$ cat src/rtl/led_breath_pwm_pkg.sv
// Shared types for the LED breathing controller: phase encoding used by the
// breathing state machine and visible on the phase output.
package led_breath_pwm_pkg;

    typedef enum logic [1:0] {
        PH_RAMP_UP   = 2'd0,
        PH_HOLD_HIGH = 2'd1,
        PH_RAMP_DOWN = 2'd2,
        PH_HOLD_LOW  = 2'd3
    } phase_t;

    localparam int HOLD_CNT_BITS = 16;

endpackage

$ cat src/rtl/led_breath_pwm_step_sync.sv
// step_sync: brings a slow divided clock into the clock domain and emits a
// registered one-cycle pulse per edge. LED_BREATH_BOTH_EDGES_EN selects both edges.
module step_sync #(
    parameter int SYNC_STAGES = 2
) (
    input  logic clock,
    input  logic reset_n,
    input  logic async_in,
    output logic pulse
);

    logic [SYNC_STAGES-1:0] sync_q;
    logic                   history_q;
    logic                   sync_out;
    logic                   edge_det;

    assign sync_out = sync_q[SYNC_STAGES-1];

`ifdef LED_BREATH_BOTH_EDGES_EN
    assign edge_det = sync_out ^ history_q;
`else
    assign edge_det = sync_out & ~history_q;
`endif

    always_ff @(posedge clock or negedge reset_n) begin
        if (!reset_n) begin
            sync_q    <= '0;
            history_q <= 1'b0;
            pulse     <= 1'b0;
        end else begin
            sync_q    <= {sync_q[SYNC_STAGES-2:0], async_in};
            history_q <= sync_out;
            pulse     <= edge_det;
        end
    end

endmodule

$ cat src/rtl/led_breath_pwm.sv
// LED breathing controller: triangle brightness ramp stepped by a synchronised
// divided clock, driving a free-running PWM. Optional macro: LED_BREATH_BOTH_EDGES_EN.
//
//   state        | meaning
//   PH_RAMP_UP   | level +1 per step until full
//   PH_HOLD_HIGH | stay at full for HOLD_STEPS steps
//   PH_RAMP_DOWN | level -1 per step until off
//   PH_HOLD_LOW  | stay off for HOLD_STEPS steps
module led_breath_pwm
    import led_breath_pwm_pkg::*;
#(
    parameter int PWM_BITS    = 8,
    parameter int HOLD_STEPS  = 16,
    parameter int SYNC_STAGES = 2
) (
    input  logic                clock,
    input  logic                reset_n,
    input  logic                enable,
    input  logic                step_clock,
    output logic                step_pulse,
    output logic [PWM_BITS-1:0] level,
    output logic [1:0]          phase,
    output logic                pwm_out
);

    localparam logic [PWM_BITS-1:0]      LEVEL_MAX = '1;
    localparam logic [PWM_BITS-1:0]      LEVEL_ONE = PWM_BITS'(1);
    localparam logic [HOLD_CNT_BITS-1:0] HOLD_LAST = HOLD_CNT_BITS'(HOLD_STEPS - 1);

    logic                     sync_pulse;
    phase_t                   state_q;
    logic [HOLD_CNT_BITS-1:0] hold_cnt;
    logic [PWM_BITS-1:0]      pwm_cnt;

    step_sync #(
        .SYNC_STAGES (SYNC_STAGES)
    ) u_step_sync (
        .clock    (clock),
        .reset_n  (reset_n),
        .async_in (step_clock),
        .pulse    (sync_pulse)
    );

    // Extra stage places step_pulse SYNC_STAGES+1 edges after the capturing edge.
    always_ff @(posedge clock or negedge reset_n) begin
        if (!reset_n) begin
            step_pulse <= 1'b0;
        end else begin
            step_pulse <= sync_pulse;
        end
    end

    always_ff @(posedge clock or negedge reset_n) begin
        if (!reset_n) begin
            state_q  <= PH_RAMP_UP;
            level    <= '0;
            hold_cnt <= '0;
        end else if (step_pulse && enable) begin
            case (state_q)
                PH_RAMP_UP: begin
                    level <= level + LEVEL_ONE;
                    if (level == LEVEL_MAX - LEVEL_ONE) begin
                        state_q  <= PH_HOLD_HIGH;
                        hold_cnt <= '0;
                    end
                end
                PH_HOLD_HIGH: begin
                    if (hold_cnt == HOLD_LAST) begin
                        state_q  <= PH_RAMP_DOWN;
                        hold_cnt <= '0;
                    end else begin
                        hold_cnt <= hold_cnt + 1'b1;
                    end
                end
                PH_RAMP_DOWN: begin
                    level <= level - LEVEL_ONE;
                    if (level == LEVEL_ONE) begin
                        state_q  <= PH_HOLD_LOW;
                        hold_cnt <= '0;
                    end
                end
                PH_HOLD_LOW: begin
                    if (hold_cnt == HOLD_LAST) begin
                        state_q  <= PH_RAMP_UP;
                        hold_cnt <= '0;
                    end else begin
                        hold_cnt <= hold_cnt + 1'b1;
                    end
                end
                default: state_q <= PH_RAMP_UP;
            endcase
        end
    end

    assign phase = state_q;

    always_ff @(posedge clock or negedge reset_n) begin
        if (!reset_n) begin
            pwm_cnt <= '0;
            pwm_out <= 1'b0;
        end else begin
            pwm_cnt <= pwm_cnt + 1'b1;
            pwm_out <= (pwm_cnt < level);
        end
    end

endmodule

$ cat config.mk
export PLATFORM = sky130hd
export DESIGN_NAME = led_breath_pwm
export DESIGN_NICKNAME = d
export VERILOG_FILES = /design/src/rtl/led_breath_pwm_pkg.sv /design/src/rtl/led_breath_pwm_step_sync.sv /design/src/rtl/led_breath_pwm.sv
export SDC_FILE = /design/constraint.sdc
export NUM_CORES = 1
export LEC_CHECK = 0
export CORE_MARGIN = 2
export CORE_UTILIZATION = 45
export CTS_CLUSTER_SIZE = 16
export DETAILED_ROUTE_END_ITERATION = 8
export HOLD_SLACK_MARGIN = 0.06
export PLACE_DENSITY = 0.69
export SYNTH_ARGS = -nofsm -noshare
export SYNTH_HDL_FRONTEND = slang
export SYNTH_HIERARCHICAL = 1
export SYNTH_SLANG_ARGS = --single-unit
$ cat constraint.sdc
create_clock -name clock -period 3 [get_ports clock]
set_input_delay 0.3 -clock clock [delete_from_list [all_inputs] [get_ports clock]]
set_output_delay 0.3 -clock clock [all_outputs]
set_load 0.05 [all_outputs]
## Word-level counts from Yosys, hierarchy flattened

Index checks and enable logic that the tools add are counted.

| operators by class | value |
|---|---|
| $add $sub $neg | 4 |
| magnitude comparators | 1 |
| equal/unequal tests | 10 |
| multiplexer cells | 10 |
| bitwise operators | 2 |
| reduce and logical (&&, ||, !) cells | 7 |

Operators by type and width:

| cell | count |
|---|---|
| 16-bit two-way mux | 3 |
| 16-bit one-hot mux with 3 select lines | 1 |
| 16-bit by 1-bit adder with 16-bit output (second input constant) | 1 |
| 8-bit by 1-bit adder with 8-bit output (second input constant) | 2 |
| 16-bit by 4-bit equality test with 1-bit output (second input constant) | 1 |
| 8-bit one-hot mux with 2 select lines | 1 |
| 8-bit by 1-bit equality test with 1-bit output (second input constant) | 1 |
| 8-bit equality test (second input constant) | 1 |
| 8-bit less-than comparator | 1 |
| 2-bit two-way mux | 4 |
| 2-bit inequality test (second input constant) | 4 |
| 2-bit one-hot mux with 4 select lines | 1 |
| 8-bit by 1-bit subtractor with 8-bit output (second input constant) | 1 |
| 5-bit AND reduction | 1 |
| 2-bit equality test (second input constant) | 2 |
| 3-bit AND reduction | 1 |
| 2-bit by 1-bit equality test with 1-bit output (second input constant) | 1 |
| 2-bit zero test | 1 |
| 2-bit AND reduction | 1 |
| 2-bit nonzero test | 1 |
| 2-bit OR reduction | 1 |
| 1-bit bitwise AND | 1 |
| 1-bit logical AND | 1 |
| 1-bit inverter | 1 |

| word-level totals | value |
|---|---|
| flip-flop bits (word level) | 40 |
| bits of input ports | 4 |
| output and inout bits | 12 |
| word-level logic and storage cells | 43 |

## Depth between registers and ports, before layout

Gate-level depths: netlist of run 1.

| depth | value |
|---|---|
| word-level depth | 3 |
| depth in mapped cells | 8 |
| gate-level depth less buffers | 7 |

## By module

Netlist of run 1, hierarchy kept.

Modules (own cells, without submodules):

| module | times used | cells each | area an instance (um^2) | sequential area each (um^2) |
|---|---|---|---|---|
| led_breath_pwm | 1 | 219 | 2090.8 | 900.9 |
| step_sync | 1 | 5 | 113.9 | 100.1 |

## Worst setup path after synthesis of run 1

No wires, ideal clock.

| path | value |
|---|---|
| path type | register to register |
| from | register state_q[0] (netlist: phase[0]) |
| to | register level[7] |
| setup time | 144 ps |
| arrival | 2352 ps |
| required time | 2856 ps |
| setup slack | 504 ps |
| cell stages (with the launch flop) | 9 |
| buffers on the path | 1 |
| clock period less this slack | 2496 ps |
| path through | dfrtp_1 -> inv_1 -> ha_1 -> clkbuf_1 -> or4b_2 -> nor3_1 -> and3_1 -> o21bai_1 -> xnor2_1 |

| on the way | value |
|---|---|
| word-level cells in the longest chain between the ends | 3 |
| elaborated cells between the ends (all ways) | 5 |
| those cells by class | eq/ne (1); mux (1); reduce/logical (3) |

RTL lines:

| what | RTL line | source |
|---|---|---|
| start: declaration | led_breath_pwm.sv:31 | `phase_t state_q;` |
| start signal: assignment | led_breath_pwm.sv:55 | `state_q <= PH_RAMP_UP;` |
| start signal: assignment | led_breath_pwm.sv:63 | `state_q <= PH_HOLD_HIGH;` |
| start signal: assignment | led_breath_pwm.sv:69 | `state_q <= PH_RAMP_DOWN;` |
| 2-bit equality test / 2-bit zero test (equally long branches) | led_breath_pwm.sv:59 | `case (state_q)` |
| 2-bit nonzero test (no line) | -- |  |
| 2-bit AND reduction (no line) | -- |  |
| end signal: assignment | led_breath_pwm.sv:61 | `level <= level + LEVEL_ONE;` |
| end signal: assignment | led_breath_pwm.sv:76 | `level <= level - LEVEL_ONE;` |
| end: declaration | led_breath_pwm.sv:21 | `output logic [PWM_BITS-1:0] level,` |

Parallel ways exist; a longest one is shown, timed or not.
A chain may end at the register's enable or synchronous reset.

## Worst setup path after layout of run 1

| path | value |
|---|---|
| from | register level[4] |
| to | register hold_cnt[5] |

| on the way | value |
|---|---|
| word-level cells in the longest chain between the ends | 3 |
| elaborated cells between the ends (all ways) | 5 |
| those cells by class | eq/ne (4); reduce/logical (1) |

RTL lines:

| what | RTL line | source |
|---|---|---|
| 8-bit by 1-bit equality test with 1-bit output / 8-bit equality test (equally long branches) | led_breath_pwm.sv:77, led_breath_pwm.sv:62 |  |
| 2-bit inequality test (no line) | -- |  |
| 3-bit AND reduction (no line) * | -- |  |
| end signal: assignment | led_breath_pwm.sv:72 | `hold_cnt <= hold_cnt + 1'b1;` |
| end signal: assignment | led_breath_pwm.sv:87 | `hold_cnt <= hold_cnt + 1'b1;` |
| end: declaration | led_breath_pwm.sv:32 | `logic [HOLD_CNT_BITS-1:0] hold_cnt;` |

Every way passes the cells marked *; elsewhere a longest branch is shown, timed or not.

==> reports/metrics.cfg, run 1 <==
[status]
status=completed

[synthesis]
synth-edff-count=0
synth_simple_gate_area_share_pct=19.9
synth_cells=224
syn-cell-area_um2=2200
synth.area.top_cells=dfrtp_1, ha_1, o21ai_0
yosysTopAreaCellShare_pct=45.4
avgSynthCellArea_um2=9.84
ys_seq_area_share_pct=45.4
ys.flop_type=dfrtp_1
synth_compound_area_share_pct=13.2
ys_types=43
synth_top_family_by_area=simple AND/OR/NAND/NOR gates
yosysWarnings=6
synthAdderAreaFrac_pct=9.65
ys_seq_elements=40
syn_nets=245
synthXorXnorAreaFrac_pct=5.56
yosys.area.top_type=dfrtp_1
async_flop_share_pct=100
synth_mux_area_share_pct=1.87

[global_route]
grt_usage_pct=17.5
grt_pass1_wl_um=7230
grt_pass1_vias=1529
overflow=0
grt_max_degree=41
antenna_found_initial=0

[worst_setup_path]
cp_data_required_time_ns=3.20
r2r-start=level[4]
path_cells=or4_4, o41ai_2, nand4_1, buf_4, or2_2, o41ai_1
max_stage_delay_ns=0.55
endpoint_kind=register
ff2ff_path_depth=6
worst-setup-path-type=register to register
cp-start-kind=register
slowest_stage=or4_4
r2r-end=hold_cnt[5]
rrSetupSlack_ns=0.60
cp.arrival_ns=2.60
cp_max_fo=22

[floorplan]
start_util_pct=46.7
rows=25
core_area_um2=4720
dieArea_um2=5480
die_w_um=74.0
ioPinCount=16
die_h_um=74.0

[clock_tree]
cts.repair.resized=0
clk_pin_slew_ns=0.08
ctsHoldBuffers=0
post_cts.repair.setup_buffers=0
htreeDepth=2
cts_buffer_depth=2
root_buffer=clkbuf_8
cts_tree=yes
cts_buffers=5
cts_sinks=40
worstSkewPairLatency_ns=0.30

[min_path]
timing.hold.worst.class=input pin to async pin

[sta]
fin_ws_ns=0.596
tightestPinTransition_ns=0.880
max_freq_ghz=0.416
slew_headroom_pct=41.3
skew_ns=0.00540
setup_viol=0
maxSlewViolCount=0
finalSetupTns_ns=0
post-route-period-util_pct=80.1
rsz0062_at_grt=no
hold_viol_final=0
fin_crit_ns=2.40

[place]
hpwl_um=2930
io_buffers=15
post-place-ws_ns=0.655
globalplace.congestion=0.782

[detailed_routing]
antenna_left=0
dr.first_iter.drc_count=147
routed_wl_um=4220
wl_per_cell_um=13.6
drc=0
dr.pass1.iters=4
viasPerCell=5.38
num_vias=1672

[pwr]
power_uw=1290
p_int_uw=1010
pwr-share-comb_pct=5.7
vdd_ir_drop_max_uv=319
seqPwrFrac_pct=46.6
p_leak_uw=0.00109
powerDensity_nw_per_um2=497
p_switching_uw=279
netSwitchingFraction_pct=21.6
p_clk_share_pct=47.7

[finish]
multi_input_area_um2=1110
drive_gt1_share_pct=9.02
layout.nets=264
n_fill_cell=407
layout.area.seq_um2=1000
n_antenna_cell=0
area_delta_synth_final_pct=17.6
final_core_util_pct=54.9

[flow_run]
drv_cap=0

-- cells in the final DEF (no fill, tap or decap), types with 2 or more instances in the layout --
cell,instances
and3_1,3
ha_1,17
and4_1,2
or2_2,2
nor4_1,5
a21o_1,2
nor2_1,8
clkdlybuf4s50_1,14
o31ai_1,2
inv_1,18
xnor2_1,11
or4_1,5
buf_4,4
nand3_1,10
o21ai_0,23
o21bai_1,2
nand4_1,7
a21oi_1,6
xor2_1,3
dfrtp_1,40
o21a_1,2
o22ai_1,2
nand2_1,12
nand2b_1,5
mux2i_1,3
nor3_1,10
clkbuf_8,5
bufinv_16,3
-- state kept, by name, summed over array words and instances, names as in the netlist --
| register | flops |
|---|---|
| u_step_sync/history_q | 1 |
| step_pulse | 1 |
| pwm_cnt | 8 |
| hold_cnt | 16 |
| u_step_sync/sync_q | 2 |
| phase | 2 |
| level | 8 |
| u_step_sync/pulse | 1 |
| pwm_out | 1 |
-- worst max-delay path: cells and delay by family, from the launching register on --
kind                   cells  cell delay [ns]
and+or+nand+nor            3             1.08
AOI/OAI and AO/OA          2             0.52
DFF                        1             0.47
buffers and inverters      1             0.22
-- synthesized netlist by cell type (all sizes together) (3+ instances only) --
cell	instances
nor4	5
dfrtp	40
nand2	12
buf	3
xor2	3
nor3	10
mux2i	3
nand4	7
nand2b	5
nand3	10
or4	6
ha	17
a21oi	6
o21ai	23
and3	3
xnor2	11
inv	18
nor2	9
clkbuf	4
-- layout make-up --
type / count / area share [%]
Clock buffer: 5 / 2.65
Clock inverter: 3 / 3.47
Inverter: 18 / 2.61
Multi-Input combinational cell: 159 / 42.7
Sequential cell: 40 / 38.6
Tap cell: 67 / 3.23
Timing Repair Buffer: 19 / 6.76
-- stage by stage --
step                hold slack (ns)  std cells  area (µm²)
floorplan                   0.00441        224        2200
global route                  0.202        311        2590
global placement              0.333        303        2430
detailed placement            0.335        303        2430
finish                        0.117        311        2590
CTS                           0.150        311        2590
-- power groups by stage --
stage | logic [µW] | registers (µW) | clock network [µW]
after floorplan | 46.8 | 604 | 0
after global placement | 78.7 | 609 | 0
final | 74.0 | 600 | 614
after global routing | 87.1 | 606 | 651
after CTS | 76.8 | 600 | 631
after detailed placement | 75.8 | 610 | 0
-- metal layers --
layer	vias to the layer above	share of wire (%)	track usage [%]
li1	844	-	-
met5	-	0	0
met3	8	4.9	4.61
met4	0	1.9	7.47
met2	34	42	23.7
met1	786	51	26.3
-- cells by family after synthesis --
kind of cell | Yosys count
multiplexers | 4
buffers and inverters | 25
adder cells (fa/ha/maj) | 17
AND/OR/NAND/NOR | 77
AO/OA/AOI/OAI | 47
XOR/XNOR | 14
flip-flops | 40
-- worst max-delay path by stage --
stage	startpoint	to	slack, ns	depth (start not counted)
2_1_floorplan	phase[0]	level[7]	0.50	8
3_3_place_gp	level[4]	hold_cnt[5]	0.72	6
3_5_place_dp	level[4]	hold_cnt[5]	0.65	6
4_1_cts	level[4]	hold_cnt[5]	0.62	6
5_1_grt	level[4]	hold_cnt[5]	0.42	6
6_report	level[4]	hold_cnt[5]	0.60	6
No activity file was read; power rests on OpenSTA's default activity.
==> run 2: changes to the inputs <==
- PLACE_DENSITY: 0.69 -> 0.71
- clock period: 3 -> 2 ns (I/O delays scaled with it)
==> reports/metrics.cfg, run 2 (synthesized netlist as in run 1, its figures left out) <==
[worst_setup_path]
cp-start-kind=register
worst-setup-path-type=register to register
path_cells=or4_4, o41ai_2, nand4_1, buf_4, or4_1, o21ai_1
crit_buf_inv=1  ; unchanged
cp.arrival_ns=2.38  ; -0.22 ns
slowest_stage=or4_4
endpoint_kind=register
cp_data_required_time_ns=2.23  ; -0.97 ns
worst_path_dominant_cell_family=simple AND/OR/NAND/NOR gates
cp_max_fo=3  ; -86%
max_stage_delay_ns=0.54  ; about the same

[detailed_routing]
wl_per_cell_um=14.7  ; +8.1%
dr.pass1.iters=5  ; +1
viasPerCell=5.42  ; +0.74%
num_vias=1874  ; +12%
drc=0  ; unchanged
dr.first_iter.drc_count=87  ; -41%
antenna_left=0  ; unchanged
routed_wl_um=5080  ; +20%

[finish]
layout.cells.non_filler=346  ; +11%
area_delta_synth_final_pct=33.8
largest_reg_flops=16  ; unchanged
final_cell_mix=buf_4, dfrtp_1, inv_1, ha_1, clkdlybuf4s50_1
n_antenna_cell=0  ; unchanged
regMostFlops=hold_cnt
top_regs=hold_cnt: 16 flops, level: 8 flops, pwm_cnt: 8 flops
n_fill_cell=395  ; -2.9%
drive_gt1_share_pct=29.7  ; +21 points
layout.nets=299  ; +13%
layout_commonest_cell=buf_4

[place]
hpwl_um=3610  ; +23%
dp.cells=335  ; +11%
globalplace.congestion=0.859  ; +9.9%
io_buffers=15  ; unchanged
post-place-ws_ns=-0.193  ; -0.848 ns

[pwr]
p_leak_uw=0.00126  ; +15%
vdd_ir_drop_max_uv=389  ; +22%
powerDensity_nw_per_um2=609  ; +22%

[floorplan]
ioPinCount=16  ; unchanged
core_area_um2=4720  ; unchanged
rows=25  ; unchanged
dieArea_um2=5480  ; unchanged
die_w_um=74.0  ; unchanged
die_h_um=74.0  ; unchanged
start_util_pct=46.7  ; unchanged

[sta]
post-route-period-util_pct=107  ; +27 points
max_freq_ghz=0.466  ; +12%
tightestPinTransition_ns=0.598  ; -0.282 ns
setup_viol=17  ; +17
hold_viol_final=0  ; unchanged
fin_crit_ns=2.15  ; -0.256 ns
fin_ws_ns=-0.147  ; -0.744 ns
rsz0062_at_grt=yes
slew_headroom_pct=59.1  ; +18 points
maxSlewViolCount=0  ; unchanged
skew_ns=0.00694  ; +0.00154 ns
whs_ns=0.324  ; +0.207 ns

[clock_tree]
cts_sinks=40  ; unchanged
clk_pin_slew_ns=0.08  ; about the same
htreeDepth=2  ; unchanged
cts_buffers=5  ; unchanged
root_buffer=clkbuf_8
worstSkewPairLatency_ns=0.30  ; about the same
cts_buffer_depth=2  ; unchanged
cts_tree=yes

[global_route]
overflow=0  ; unchanged
grt_pass1_wl_um=8400  ; +16%
antenna_found_initial=0  ; unchanged
grt_pass1_vias=1791  ; +17%
grt_usage_pct=20.5  ; +3.0 points
grt_max_degree=17  ; -59%

[flow_run]
drv_cap=0  ; unchanged

[status]
failed_checks=negative setup slack
status=finished, violations left

[min_path]
timing.hold.worst.class=input pin to register

-- run 2: changes by cell type in the layout (fill, tap and decap cells not counted), moves of 5 or more --
cell	delta
o21ai_2	+11
buf_4	+32
dfrtp_1	-5
o21ai_0	-18
o21ai_1	+7
dfrtp_2	+5
-- run 2: through the flow --
| step | setup TNS (ns) | power, µW | area, µm² | util [%] |
|---|---|---|---|---|
| floorplan | -2.50 | 978 | 2230 | - |
| global placement | -0.510 | 1070 | 2690 | 56.8 |
| detailed placement | -1.99 | 1070 | 2690 | 56.8 |
| CTS | -1.55 | 1800 | 2870 | 60.8 |
| global route | -2.68 | 1870 | 2950 | 62.4 |
| finish | -1.09 | 1800 | 2950 | 62.4 |
-- run 2: worst reg2reg max path: stages (launching register included) --
cell,delay (ns)
dfrtp_2,0.40
or4_4,0.54
o41ai_2,0.22
nand4_1,0.18
buf_4,0.19
or4_1,0.46
o21ai_1,0.08
-- run 2: layout make-up --
type / count / area [µm²] / area share, %
clock buffer: 6 / 82.6 / 2.80
clock inverter: 2 / 38.8 / 1.32
inverter: 18 / 67.6 / 2.29
multi-input combinational: 160 / 1230 / 41.8
sequential: 40 / 1010 / 34.2
tap: 67 / 83.8 / 2.84
timing repair buffer: 53 / 437 / 14.8
-- run 2: final timing paths --
| kind | startpoint | end | slack (ns) | depth (start not counted) |
|---|---|---|---|---|
| setup reg to reg | level[5] | hold_cnt[7] | -0.15 | 6 |
| min in group asynchronous | reset_n | pwm_cnt[1] | 0.34 | 2 |
| setup / recovery | level[5] | hold_cnt[7] | -0.15 | 6 |
| hold / removal | step_clock | u_step_sync/sync_q[0] | 0.32 | 1 |
| max in group asynchronous | reset_n | level[3] | 1.10 | 3 |
| hold reg to reg | u_step_sync/sync_q[0] | u_step_sync/sync_q[1] | 0.35 | 0 |
-- run 2: where the power goes --
part	switching (µW)	total, µW	leakage, µW	internal, µW
Combinational	103	191	0.000715	87.6
Sequential	47.9	895	0.000483	847
Clock	302	710	0.0000614	408
Total	453	1800	0.00126	1340
-- run 2: layer usage --
metal	wire length (µm)	up-vias	share of wire (%)	track usage [%]
li1	-	915	-	-
met1	2390	924	47	29.1
met2	2460	27	48	31.0
met3	122	8	2.4	2.57
met4	104	0	2.0	10.3
met5	0	-	0	0
-- run 2: repair_timing --
item | 4_1_cts | 5_1_grt
cloned | 1 | 0
endpoints found under the setup margin | 17 | 19
setup buffers | 1 | 0
resized for setup | 22 | 22
hold buffers | 1 | 0
hold endpoints to repair | 13 | 0
pin swaps | 0 | 9
==> run 3: changes to the inputs <==
- PLACE_DENSITY: 0.71 -> 0.69
- clock period: 2 -> 2.8 ns (I/O delays scaled with it)
==> reports/metrics.cfg, run 3 (synthesized netlist as in run 1, its figures left out) <==
[detailed_routing]
num_vias=1683  ; -10%
routed_wl_um=4140  ; -18%
antenna_left=0  ; unchanged
dr.first_iter.drc_count=158  ; +82%
drc=0  ; unchanged
dr.pass1.iters=4  ; -1
wl_per_cell_um=13.3  ; -9.5%
viasPerCell=5.39  ; -0.41%

[clock_tree]
htreeDepth=2  ; unchanged
post_cts.repair.setup_buffers=0  ; -1
cts_tree=yes
cts_sinks=40  ; unchanged
clk_pin_slew_ns=0.08  ; about the same
cts_buffers=5  ; unchanged
root_buffer=clkbuf_8
cts_buffer_depth=2  ; unchanged
ctsHoldBuffers=0  ; -1
cts.repair.resized=0  ; -100%
worstSkewPairLatency_ns=0.29  ; about the same

[finish]
final_cell_mix=dfrtp_1, o21ai_0, inv_1, ha_1, clkdlybuf4s50_1
drive_gt1_share_pct=9.39  ; -20 points
layout.nets=265  ; -11%
regMostFlops=hold_cnt
n_antenna_cell=0  ; unchanged
n_fill_cell=428  ; +8.4%
layout_commonest_cell=dfrtp_1
layout.cells.non_filler=312  ; -9.8%
fin_area_um2=2530  ; -14%
top_regs=hold_cnt: 16 flops, level: 8 flops, pwm_cnt: 8 flops
area_delta_synth_final_pct=14.9
largest_reg_flops=16  ; unchanged

[pwr]
p_leak_uw=0.00106  ; -16%
vdd_ir_drop_max_uv=346  ; -11%
powerDensity_nw_per_um2=439  ; -28%
power_uw=1110  ; -38%

[place]
hpwl_um=2970  ; -18%
io_buffers=15  ; unchanged
dpl_cell_area_um2=2440  ; -9.1%
dp.cells=304  ; -9.3%
globalplace.congestion=0.783  ; -8.8%

[sta]
skew_ns=0.00816  ; +0.00122 ns
max_freq_ghz=0.437  ; -6.1%
hold_viol_final=0  ; unchanged
tightestPinTransition_ns=0.860  ; +0.262 ns
post-route-period-util_pct=81.7  ; -26 points
rsz0062_at_grt=no
fin_crit_ns=2.29  ; +0.140 ns
slew_headroom_pct=42.7  ; -16 points
maxSlewViolCount=0  ; unchanged
setup_viol=0  ; -17
finalSetupTns_ns=0  ; +1.09 ns

[floorplan]
start_util_pct=46.7  ; unchanged
die_w_um=74.0  ; unchanged
core_area_um2=4720  ; unchanged
dieArea_um2=5480  ; unchanged
ioPinCount=16  ; unchanged
die_h_um=74.0  ; unchanged
rows=25  ; unchanged

[worst_setup_path]
cp.arrival_ns=2.49  ; +0.11 ns
cp-start-kind=register
cp_data_required_time_ns=3.01  ; +0.78 ns
worst-setup-path-type=register to register
cp_max_fo=11  ; +8
endpoint_kind=register

[global_route]
grt_pass1_wl_um=7030  ; -16%
antenna_found_initial=0  ; unchanged
grt_usage_pct=16.7  ; -3.8 points
grt_pass1_vias=1470  ; -18%
grt_max_degree=41  ; +24
overflow=0  ; unchanged

[status]
status=completed

[min_path]
timing.hold.worst.class=input pin to async pin

[flow_run]
drv_cap=0  ; unchanged

run 3: cell types whose count changed in the layout (fill, tap and decap cells not counted), moves of 5 or more:
cell,delta
o21ai_1,-7
dfrtp_2,-5
o21ai_2,-11
o21ai_0,+18
dfrtp_1,+5
buf_4,-31
run 3: through the flow:
| step | worst slack [ns] | utilization (%) | hold WS (ns) |
|---|---|---|---|
| final | 0.512 | 53.6 | 0.0943 |
| after global placement | 0.533 | 51.7 | 0.332 |
| after detailed placement | 0.555 | 51.7 | 0.335 |
| after CTS | 0.506 | 53.6 | 0.126 |
| after global routing | 0.351 | 53.6 | 0.164 |
| after floorplan | 0.304 | - | -0.0156 |
run 3: critical path, cell delays in order, from the launching register on:
cell     delay (ns)
dfrtp_1        0.47
or4_4          0.55
o41ai_2        0.21
nand4_1        0.20
buf_4          0.22
or4_1          0.46
o21ai_0        0.09
run 3: final cells by class:
cell class | instances | area [µm²] | share of cell area [%]
Tap cell | 67 | 83.8 | 3.31
Multi-Input combinational cell | 159 | 1110 | 43.7
Clock inverter | 3 | 23.8 | 0.938
Timing Repair Buffer | 20 | 183 | 7.21
Sequential cell | 40 | 1000 | 39.5
Clock buffer | 5 | 68.8 | 2.72
Inverter | 18 | 67.6 | 2.67
run 3: power by group:
group | total [µW] | internal (µW) | switching, µW
registers | 644 | 605 | 38.5
clock network | 386 | 176 | 210
logic | 81.1 | 32.0 | 49.1
total | 1110 | 814 | 298
run 3: worst paths after layout:
kind,cells past startpoint,end,start,slack (ns)
min in group clock,0,u_step_sync/sync_q[1],u_step_sync/sync_q[0],0.35
hold / removal,1,pwm_cnt[0],reset_n,0.09
setup reg to reg,6,hold_cnt[7],level[4],0.51
max in group asynchronous,1,hold_cnt[14],reset_n,2.16
hold reg to reg,0,u_step_sync/sync_q[1],u_step_sync/sync_q[0],0.35
setup / recovery,6,hold_cnt[7],level[4],0.51
run 3: layer usage:
metal / vias up / track usage, % / part of all wire [%]
met4: 0 / 6.26 / 1.5
li1: 839 / - / -
met1: 817 / 26.8 / 53
met3: 5 / 3.66 / 3.0
met5: - / 0 / 0
met2: 22 / 21.5 / 42
